[config.mk]
export PLATFORM = sky130hd
export DESIGN_NAME = ddr3_wb_traffic_gen
export DESIGN_NICKNAME = d
export VERILOG_FILES = /design/src/rtl/ddr3_wb_traffic_gen.sv
export SDC_FILE = /design/constraint.sdc
export NUM_CORES = 1
export LEC_CHECK = 0
export ABC_AREA = 1
export CAP_MARGIN = 20
export CORE_AREA = 2 2 452 454
export DETAILED_ROUTE_END_ITERATION = 7
export DIE_AREA = 0 0 454 456
export HOLD_SLACK_MARGIN = 0.15
export PLACE_DENSITY = 0.35
export SETUP_SLACK_MARGIN = 0.05
export SLEW_MARGIN = 20
export SYNTH_ARGS = -nofsm -noshare
export SYNTH_HDL_FRONTEND = slang
export SYNTH_SLANG_ARGS = --single-unit
[constraint.sdc]
create_clock -name i_clk -period 4.1 [get_ports i_clk]
set_input_delay 0.82 -clock i_clk [delete_from_list [all_inputs] [get_ports i_clk]]
set_output_delay 0.82 -clock i_clk [all_outputs]
set_load 0.03 [all_outputs]
[src/rtl/ddr3_wb_traffic_gen.sv]
// ddr3_wb_traffic_gen: Wishbone pipelined memory exerciser for the DDR3
// controller. Writes an address-derived pattern, reads it back, checks it.
// Ports: i_clk/i_rst_n clock and async active-low reset; i_start launches a
// test; o_busy/o_done/o_pass/o_err_count/o_first_err_addr/o_proto_err report
// status; o_wb_* / i_wb_* form the pipelined Wishbone master interface.
module ddr3_wb_traffic_gen #(
   parameter int          ADDR_W          = 24,
   parameter int          DATA_W          = 512,
   parameter int          START_ADDR      = 0,
   parameter int          NUM_WORDS       = 1024,
   parameter logic [31:0] SEED            = 32'h0,
   parameter int          MAX_OUTSTANDING = 16
) (
   input  logic                  i_clk,
   input  logic                  i_rst_n,
   input  logic                  i_start,
   output logic                  o_busy,
   output logic                  o_done,
   output logic                  o_pass,
   output logic [15:0]           o_err_count,
   output logic [ADDR_W-1:0]     o_first_err_addr,
   output logic                  o_proto_err,
   output logic                  o_wb_cyc,
   output logic                  o_wb_stb,
   output logic                  o_wb_we,
   output logic [ADDR_W-1:0]     o_wb_addr,
   output logic [DATA_W-1:0]     o_wb_data,
   output logic [DATA_W/8-1:0]   o_wb_sel,
   input  logic                  i_wb_stall,
   input  logic                  i_wb_ack,
   input  logic [DATA_W-1:0]     i_wb_data
);

   typedef enum logic [2:0] {
      S_IDLE, S_WRITE, S_WDRAIN, S_READ, S_RDRAIN, S_DONE
   } state_t;

   localparam int OW = $clog2(MAX_OUTSTANDING + 1);
   localparam logic [OW-1:0] MAXO = OW'(MAX_OUTSTANDING);
   localparam logic [ADDR_W-1:0] FIRST = ADDR_W'(START_ADDR);
   localparam logic [ADDR_W-1:0] LAST =
      ADDR_W'(START_ADDR + NUM_WORDS - 1);

   function automatic logic [DATA_W-1:0] pattern(
      input logic [ADDR_W-1:0] a
   );
      logic [31:0] base;
      pattern = '0;
      base = SEED ^ 32'(a);
      for (int k = 0; k < DATA_W / 32; k++)
         pattern[k*32 +: 32] = base + 32'(k);
   endfunction

   state_t            state_q, state_d;
   logic [ADDR_W-1:0] addr_q, addr_d;
   logic [ADDR_W-1:0] chk_q, chk_d;
   logic [OW-1:0]     out_q, out_d;
   logic [15:0]       err_q, err_d;
   logic [ADDR_W-1:0] first_q, first_d;
   logic              proto_q, proto_d;

   logic issuing, stb, accept, ack_ok, rd_ack, mismatch;

   assign issuing = (state_q == S_WRITE) || (state_q == S_READ);
   // An ack in the same cycle frees a slot, so a full window may still issue.
   assign stb     = issuing && ((out_q != MAXO) || i_wb_ack);
   assign accept  = stb && !i_wb_stall;
   assign ack_ok  = i_wb_ack && (out_q != '0);
   assign rd_ack  = ack_ok &&
                    ((state_q == S_READ) || (state_q == S_RDRAIN));
   assign mismatch = rd_ack && (i_wb_data != pattern(chk_q));

   always_comb begin
      state_d = state_q;
      addr_d  = addr_q;
      chk_d   = chk_q;
      err_d   = err_q;
      first_d = first_q;
      proto_d = proto_q;
      out_d   = out_q;

      case ({accept, ack_ok})
         2'b10:   out_d = out_q + OW'(1);
         2'b01:   out_d = out_q - OW'(1);
         default: out_d = out_q;
      endcase

      if (i_wb_ack && (out_q == '0))
         proto_d = 1'b1;

      if (rd_ack)
         chk_d = chk_q + ADDR_W'(1);

      if (mismatch) begin
         if (err_q == '0)
            first_d = chk_q;
         if (err_q != 16'hFFFF)
            err_d = err_q + 16'd1;
      end

      unique case (state_q)
         S_IDLE, S_DONE: begin
            if (i_start) begin
               state_d = S_WRITE;
               addr_d  = FIRST;
               chk_d   = FIRST;
               err_d   = '0;
               first_d = '0;
               proto_d = 1'b0;
            end
         end
         S_WRITE, S_READ: begin
            if (accept) begin
               if (addr_q == LAST) begin
                  addr_d  = FIRST;
                  state_d = (state_q == S_WRITE) ? S_WDRAIN : S_RDRAIN;
               end else begin
                  addr_d = addr_q + ADDR_W'(1);
               end
            end
         end
         S_WDRAIN: begin
            if (out_q == '0)
               state_d = S_READ;
         end
         S_RDRAIN: begin
            // Look at the post-ack count so the final ack finishes next cycle.
            if (out_d == '0)
               state_d = S_DONE;
         end
         default: state_d = S_IDLE;
      endcase
   end

   always_ff @(posedge i_clk or negedge i_rst_n) begin
      if (!i_rst_n) begin
         state_q <= S_IDLE;
         addr_q  <= FIRST;
         chk_q   <= FIRST;
         out_q   <= '0;
         err_q   <= '0;
         first_q <= '0;
         proto_q <= 1'b0;
      end else begin
         state_q <= state_d;
         addr_q  <= addr_d;
         chk_q   <= chk_d;
         out_q   <= out_d;
         err_q   <= err_d;
         first_q <= first_d;
         proto_q <= proto_d;
      end
   end

   assign o_wb_cyc  = (state_q == S_WRITE) || (state_q == S_WDRAIN) ||
                      (state_q == S_READ)  || (state_q == S_RDRAIN);
   assign o_busy    = o_wb_cyc;
   assign o_wb_stb  = stb;
   assign o_wb_we   = (state_q == S_WRITE);
   assign o_wb_addr = issuing ? addr_q : '0;
   assign o_wb_data = (state_q == S_WRITE) ? pattern(addr_q) : '0;
   assign o_wb_sel  = '1;

   assign o_done           = (state_q == S_DONE);
   assign o_pass           = o_done && (err_q == '0) && !proto_q;
   assign o_err_count      = err_q;
   assign o_first_err_addr = first_q;
   assign o_proto_err      = proto_q;

endmodule

### After elaboration in Yosys (flattened, before gate mapping)

Cells that the tools add are included.

* bits of input ports: 517
* flip-flop bits (word level): 97

* $add $sub $neg: 35
* reductions and logical operators: 26
* eq/ne operators: 16
* mux-type cells: 28

Operators with widths (count)
* != test 512 x 505 -> 1 bit: 1
* 2-to-1 mux 505 bit: 1
* adder 24 x 4 -> 25 bit (second input constant): 16
* 2-to-1 mux 24 bit: 11
* adder 24 x 3 -> 25 bit (second input constant): 8
* adder 24 x 2 -> 25 bit (second input constant): 4
* 2-to-1 mux 16 bit: 4
* adder 24 x 1 -> 25 bit (second input constant): 2
* adder 24 x 1 -> 24 bit (second input constant): 2
* case mux 24 bit (2 select lines): 1
* equality test 24 x 10 -> 1 bit (second input constant): 1
* 2-to-1 mux 3 bit: 6
* adder 16 x 1 -> 16 bit (second input constant): 1
* zero test 16 bit: 1
* != test 16 bit (second input constant): 1
* case mux 3 bit (4 select lines): 1
* zero test 5 bit: 2
* case mux 5 bit (2 select lines): 1
* logical AND 1 bit: 8
* != test 2 bit (second input constant): 4
* equality test 3 x 2 -> 1 bit (second input constant): 2
* equality test 3 bit (second input constant): 2
* logical OR 1 bit: 6
* adder 5 x 1 -> 5 bit (second input constant): 1
* other kinds (14): 18

### Longest topological paths before layout

Gate-level depths: netlist of run 1.

* depth in word-level cells: 9
* mapped depth: 26
* gate-level depth less buffers: 23

### Worst setup path before layout of run 1

OpenSTA, ideal clock, no wires.

* path type: reg-to-output
* start point: reg addr_q[2]
* end point: out o_wb_data[501]
* cell stages (with the launch flop): 11
* required time: 3.280 ns
* slack: 0.169 ns
* data arrival time: 3.111 ns
* path through: dfrtp_1 > clkbuf_1 > clkinv_1 > ha_1 > a21oi_1 > inv_1 > a21oi_1 > nor2_1 > nand3_1 > nor3_1 > nor3_1

* longest elaborated chain between the ends: 2

RTL lines
* start, declared: line 55 `logic [ADDR_W-1:0] addr_q, addr_d;`
* start signal, assigned: line 146 `addr_q <= addr_d;`
* adder 24 x 4 -> 25 bit: line 51 `pattern[k*32 +: 32] = base + 32'(k);`
* 2-to-1 mux 505 bit: line 161 `assign o_wb_data = (state_q == S_WRITE) ? pattern(addr_q) : '0;`
* end, declared: line 27 `output logic [DATA_W-1:0] o_wb_data,`

Every way passes these cells.

### Worst setup path after layout of run 1

* start point: reg addr_q[4]
* end point: out o_wb_data[274]

The elaborated chain is that of the path after synthesis.

==> results of run 1 <==
-- state kept, by name, summed over array words and instances, names as in the netlist --
register          flops
out_q                 5
o_first_err_addr     24
state_q               3
o_proto_err           1
addr_q               24
o_err_count          16
chk_q                24
-- layer usage --
metal  wire, um  vias to the layer above
met4      10900                        4
met2     133000                     1523
met5         21                        -
met3      13500                      257
met1      99600                    18200
li1           -                    17800
-- worst min-delay path by stage --
stage                     startpoint         end  slack (ns)  depth (start not counted)
after floorplan           state_q[2]  state_q[2]        0.50                          2
after global placement    state_q[2]  state_q[2]        0.52                          2
after detailed placement  state_q[2]  state_q[2]        0.53                          2
after CTS                    i_rst_n   addr_q[8]        0.20                          1
after global routing         i_rst_n   addr_q[8]        0.21                          1
final                        i_rst_n   addr_q[8]        0.22                          1
-- through the flow --
step	util [%]	power (W)	instances
2_1_floorplan	-	0.0118	5017
3_3_place_gp	22.1	0.0228	8905
3_5_place_dp	22.1	0.0227	8905
4_1_cts	22.3	0.0239	8921
5_1_grt	22.4	0.0251	8937
6_report	22.4	0.0238	8938
-- power breakdown --
| part | switching, W | internal (W) | leakage, nW | total [W] |
|---|---|---|---|---|
| Clock | 0.000580 | 0.000433 | 0.148 | 0.00101 |
| Combinational | 0.0137 | 0.00730 | 18.5 | 0.0210 |
| Sequential | 0.000494 | 0.00130 | 1.26 | 0.00180 |
| Total | 0.0148 | 0.00903 | 19.9 | 0.0238 |
-- timing repair --
action                     CTS  global route
gates resized for setup     49            65
pin swaps                    2             2
setup endpoints to repair   82           119
setup buffers                0             3
-- final cells by class --
cell class | count | area (um2) | share of cell area, %
multi-input cells | 4010 | 19900 | 44.0
repair buffers | 1664 | 17500 | 38.7
well taps | 2672 | 3340 | 7.39
flip-flops and latches | 97 | 2440 | 5.38
inverters | 465 | 1750 | 3.87
clock buffers | 9 | 225 | 0.497
clock inverters | 7 | 72.6 | 0.160
diodes | 14 | 35.0 | 0.0774
-- cell usage after synthesis (18+ instances only) --
cell      instances
dfrtp_1          97
nor4_1           21
nand3b_1         89
buf_2            68
o21ai_0         265
inv_1           430
o22ai_1          26
nand2_1        1410
xnor2_1         141
nor2_1          723
nor2_2           23
nand3_1         260
buf_1            19
ha_1             34
a21oi_1         339
buf_4           226
clkinv_1         23
o21bai_1         30
nand4_1          18
nor3_1          153
clkbuf_1        128
xor2_1          163
-- logic make-up after synthesis --
kind of cell	synth area share, %
AND/OR/NAND/NOR	45.0
buffers and inverters	17.1
AO/OA/AOI/OAI	15.8
XOR/XNOR	10.8
flip-flops	9.48
adder cells (fa/ha/maj)	1.74
other	0.0293
multiplexers	0.0391
==> flow_summary_export.csv, run 1 <==
group,metric,value,unit
detailed_routing,drcViolationCount,0,
layout,fin_area,45300,um2
clock_tree,clk_pin_slew_worst_paths,0.10,ns
worst_setup_path,crit_required,3.28,ns
job,cap_violations,0,
worst_setup_path,crit_fanout,11,
clock_tree,holdBufCountCts,0,
timing,slew_viol_final,0,
placement,place_area,44500,um2
worst_setup_path,startpoint,"addr_q[4]",
global_route,grt_pass1_vias,37400,
worst_setup_path,critPathArrivalTime,3.17,ns
floorplanning,die_area,207000,um2
placement,place_ws,-0.248,ns
yosys,synth_warnings,0,
placement,hpwl,224000,um
worst_setup_path,critical_path_class,"reg -> out",
worst_setup_path,worstSetupStartpointType,"flip-flop",
timing,fmax,251,MHz
layout,drive_gt1_share,20.6,%
layout,layout.nets,6799,
global_route,grtUsageMet2,44.6,%
yosys,synth_cells,4842,
yosys,synth_area_leaders,"nand2_1 21%, nor2_1 11%, dfrtp_1 9.5%, a21oi_1 6.6%, buf_4 6.6%",
clock_tree,cts_tree,"built",
global_route,grt_antenna_before_repair,31,
detailed_routing,dr.pass1.iters,6,
pwr,powerDensity,526,nW/um2
timing,hold_violations,0,
timing,rsz0062_at_grt,"true",
detailed_routing,vias_per_cell,4.23,
worst_setup_path,cp_num_buf_inv,5,
worst_setup_path,crit_chain,"buf_4 -> nand2_1 -> buf_4 -> nor2_1 -> inv_1 -> nor2_1 -> inv_1 -> nor3_1 -> nor3_1 -> buf_12",
worst_setup_path,cp-endpoint,"o_wb_data[274]",
pwr,peakVddDrop,302,uV
detailed_routing,vias,37800,
timing,post-route-period-util,97.2,%
floorplanning,initial_core_util,12.7,%
timing,finalSetupViolCount,0,
placement,port_buffers,986,
global_route,grt_start_max_net_pins,92,
status,run_status,"complete, no violations",
yosys,synth-edff-count,0,
yosys,synth_area,25600,um2
yosys,syn_avg_cell_area,5.29,um2
floorplanning,die_x,454,um
timing,tightest_slew,0.903,ns
worst_setup_path,crit_slowest_cell,"nor3_1",
worst_setup_path,r2r_cells,22,
global_route,globalRouteOverflowTotal,0,
layout,final_common_cell,"nand2_1",
worst_setup_path,cpPeakStageDelay,0.70,ns
clock_tree,cts_made_buffers,9,
floorplanning,fp.dieH,456,um
yosys,synth_seq_cells,97,
timing,finClkSkew,0.0263,ns
yosys,synth_top_area_cell,"nand2_1",
timing,fin_crit,3.99,ns
global_route,gr-usage-met1,27.0,%
detailed_routing,wirelength,257000,um
worst_setup_path,rr_endpoint,"o_err_count[9]",
worst_setup_path,crit_cells,10,
global_route,grtUsageMet3,3.45,%
global_route,grt_use_total,23.8,%
timing,holdWs,0.222,ns
clock_tree,cts-root-buf,"clkbuf_16",
timing,relSlewSlack,39.3,%
detailed_routing,ant_nets,0,
worst_setup_path,critPathTopFamily,"buffers and inverters",
placement,place.gp.congestion,0.976,
floorplanning,io_pins,1164,
hold_path,hold_class,"in -> async",
timing,tns,0,ns
clock_tree,htree_num_levels,3,
layout,area_growth,76.9,%
floorplanning,core,202000,um2
yosys,yosysUniqueCellTypes,50,
layout,final_cell_mix,"1401 x nand2_1, 796 x buf_4, 699 x nor2_1",
yosys,synth_top_area_share,20.7,%
worst_setup_path,reg2reg_slack,0.16,ns
timing,fin_ws,0.115,ns
worst_setup_path,regToRegStartpoint,"chk_q[3]",
pwr,leakage,19.9,nW
yosys,yosysSeqAreaShare,9.48,%
clock_tree,clock_path_buffers,2,
yosys,synthArstFlopShare,100,%
floorplanning,num_rows,165,
worst_setup_path,crit_path_end_kind,"output port",
layout,nFillCells,23200,
global_route,busiest_layer,"met2",
global_route,grt_pass1_wl,337000,um
detailed_routing,wl_per_cell,28.8,um
detailed_routing,drt_iter0_drc,2858,
clock_tree,clock_sinks,97,
yosys,dominantRegCellSynth,"dfrtp_1",
clock_tree,clk_latency,0.45,ns
No activity file was read; power rests on OpenSTA's default activity.
==> run 2, diff against run 1 <==
--- a/config.mk
+++ b/config.mk
@@ -7,11 +7,11 @@
 export LEC_CHECK = 0
 export ABC_AREA = 1
 export CAP_MARGIN = 20
-export CORE_AREA = 2 2 452 454
+export CORE_AREA = 2 2 451 453
 export DETAILED_ROUTE_END_ITERATION = 7
-export DIE_AREA = 0 0 454 456
+export DIE_AREA = 0 0 453 455
 export HOLD_SLACK_MARGIN = 0.15
-export PLACE_DENSITY = 0.35
+export PLACE_DENSITY = 0.36
 export SETUP_SLACK_MARGIN = 0.05
 export SLEW_MARGIN = 20
 export SYNTH_ARGS = -nofsm -noshare
==> constraint.sdc (replaced) <==
create_clock -name i_clk -period 5.1 [get_ports i_clk]
set_input_delay 1.02 -clock i_clk [delete_from_list [all_inputs] [get_ports i_clk]]
set_output_delay 1.02 -clock i_clk [all_outputs]
set_load 0.03 [all_outputs]
==> run 2 against run 1 <==
  * Register-to-register slack improved by 0.40 ns
  * Via count fell by 2.5%
  * Die area fell by 0.44%
  * Clock skew grew 0.0076 ns
  * Clock power is 9.5% lower
  * Power shrank 23%
  * Critical path depth is 1 lower
  * Count of clock-buffer cells in the layout stayed put
  * Largest cell class unchanged
  * Cell count decreased by 3.3%
  * Global-route usage is 1.0 points lower
  * Setup slack better by 0.13 ns
  * Highest routed layer unchanged
  * First-iteration DRC count grew 21%
==> flow_summary_export.csv, run 2 (same netlist as run 1, synthesis figures left out) <==
group,metric,value,unit
status,run_status,"complete, no violations",
layout,multi_input_area,19500,um2
global_route,grt_pass1_wl,320000,um
layout,drive_gt1_share,13.7,%
timing,fin_crit,4.86,ns
detailed_routing,dr.pass1.iters,7,
layout,area_growth,65.4,%
clock_tree,holdBufCountCts,0,
placement,place.gp.congestion,0.990,
worst_setup_path,critPathArrivalTime,3.84,ns
detailed_routing,ant_nets,0,
floorplanning,die_area,206000,um2
clock_tree,clk_latency,0.47,ns
worst_setup_path,crit_fanout,10,
pwr,leakage,18.2,nW
clock_tree,cts_made_buffers,9,
worst_setup_path,regToRegStartpoint,"chk_q[4]",
global_route,grt_use_total,22.8,%
worst_setup_path,crit_path_end_kind,"output port",
timing,fmax,206,MHz
timing,slew_viol_final,0,
floorplanning,num_rows,165,
layout,seq_area,2430,um2
global_route,globalRouteOverflowTotal,0,
timing,tightest_slew,1.16,ns
placement,place_ws,0.595,ns
clock_tree,cts_resized,0,
timing,rsz0062_at_grt,"false",
detailed_routing,vias,36900,
clock_tree,cts_setup_buffers,0,
layout,final_common_cell,"nand2_1",
timing,hold_violations,0,
detailed_routing,wl_per_cell,28.5,um
floorplanning,core,201000,um2
worst_setup_path,reg2reg_slack,0.56,ns
global_route,grt_pass1_vias,35600,
detailed_routing,drt_iter0_drc,3472,
detailed_routing,wirelength,246000,um
pwr,powerDensity,431,nW/um2
placement,port_buffers,986,
timing,post-route-period-util,95.3,%
floorplanning,die_x,453,um
global_route,grt_antenna_before_repair,44,
clock_tree,clock_path_buffers,2,
timing,fin_ws,0.241,ns
floorplanning,io_pins,1164,
placement,hpwl,211000,um
layout,layout.nets,6501,
detailed_routing,vias_per_cell,4.26,
timing,finClkSkew,0.0339,ns
detailed_routing,drcViolationCount,0,
worst_setup_path,r2r_cells,21,
floorplanning,fp.dieH,455,um
job,cap_violations,0,
timing,finalSetupViolCount,0,
floorplanning,initial_core_util,12.7,%
clock_tree,clock_sinks,97,
worst_setup_path,crit_required,4.08,ns
global_route,grt_start_max_net_pins,101,
hold_path,hold_class,"in -> async",
clock_tree,cts-root-buf,"clkbuf_16",
worst_setup_path,worstSetupStartpointType,"flip-flop",
layout,nFillCells,23300,
timing,relSlewSlack,23.0,%
clock_tree,clk_pin_slew_worst_paths,0.10,ns
timing,tns,0,ns
pwr,peakVddDrop,309,uV
clock_tree,cts_tree,"built",
layout,final_cell_mix,"1409 x nand2_1, 721 x nor2_1, 661 x clkdlybuf4s50_1",
clock_tree,htree_num_levels,3,
worst_setup_path,rr_endpoint,"o_err_count[8]",
worst_setup_path,critical_path_class,"reg -> out",
==> run 2: final cells by class <==
type	count	share of cell area, %
sequential	97	5.74
timing repair buffer	1366	35.3
multi-input combinational	4010	46.1
antenna	16	0.0946
clock inverter	7	0.233
clock buffer	9	0.532
inverter	465	4.14
tap	2672	7.90
==> run 2: how the worst max path moves through the flow <==
stage | startpoint | to | cells after the start
detailed placement | addr_q[2] | o_wb_data[456] | 9
global placement | i_wb_ack | state_q[2] | 17
global route | addr_q[5] | o_wb_data[81] | 16
floorplan | addr_q[2] | o_wb_data[501] | 10
finish | addr_q[5] | o_wb_data[456] | 9
CTS | addr_q[2] | o_wb_data[456] | 9
==> run 2: metal layers <==
metal	GRT usage [%]	part of all wire [%]	routed length, um
met1	25.3	37	92000
met2	41.8	51	125000
met3	3.88	6.2	15300
met4	11.2	5.4	13200
met5	0	0.096	236
==> run 2: stage by stage <==
| step | power [W] | cells | hold WS, ns | utilization [%] | instance area (um2) |
|---|---|---|---|---|---|
| CTS | 0.0183 | 8626 | 0.513 | 21.0 | 42300 |
| global route | 0.0193 | 8635 | 0.513 | 21.0 | 42300 |
| detailed placement | 0.0173 | 8610 | 0.532 | 20.8 | 42000 |
| global placement | 0.0174 | 8610 | 0.523 | 20.8 | 41900 |
| finish | 0.0182 | 8642 | 0.500 | 21.0 | 42300 |
| floorplan | 0.00948 | 5017 | 0.497 | - | 26300 |
==> run 2: power by group <==
group | leakage, nW | internal [W] | switching, W
logic | 16.8 | 0.00518 | 0.0106
clock network | 0.157 | 0.000436 | 0.000478
registers | 1.26 | 0.00104 | 0.000490
==> run 2: critical path, stage by stage, from the launching register on <==
cell and delay (ns):
dfrtp_1 0.57, nand2_1 0.35, nor2_1 0.19, buf_4 0.18
clkinv_1 0.31, nor2_1 0.60, inv_1 0.15, o21ai_0 0.25
a21oi_1 0.12, clkdlybuf4s50_1 0.65
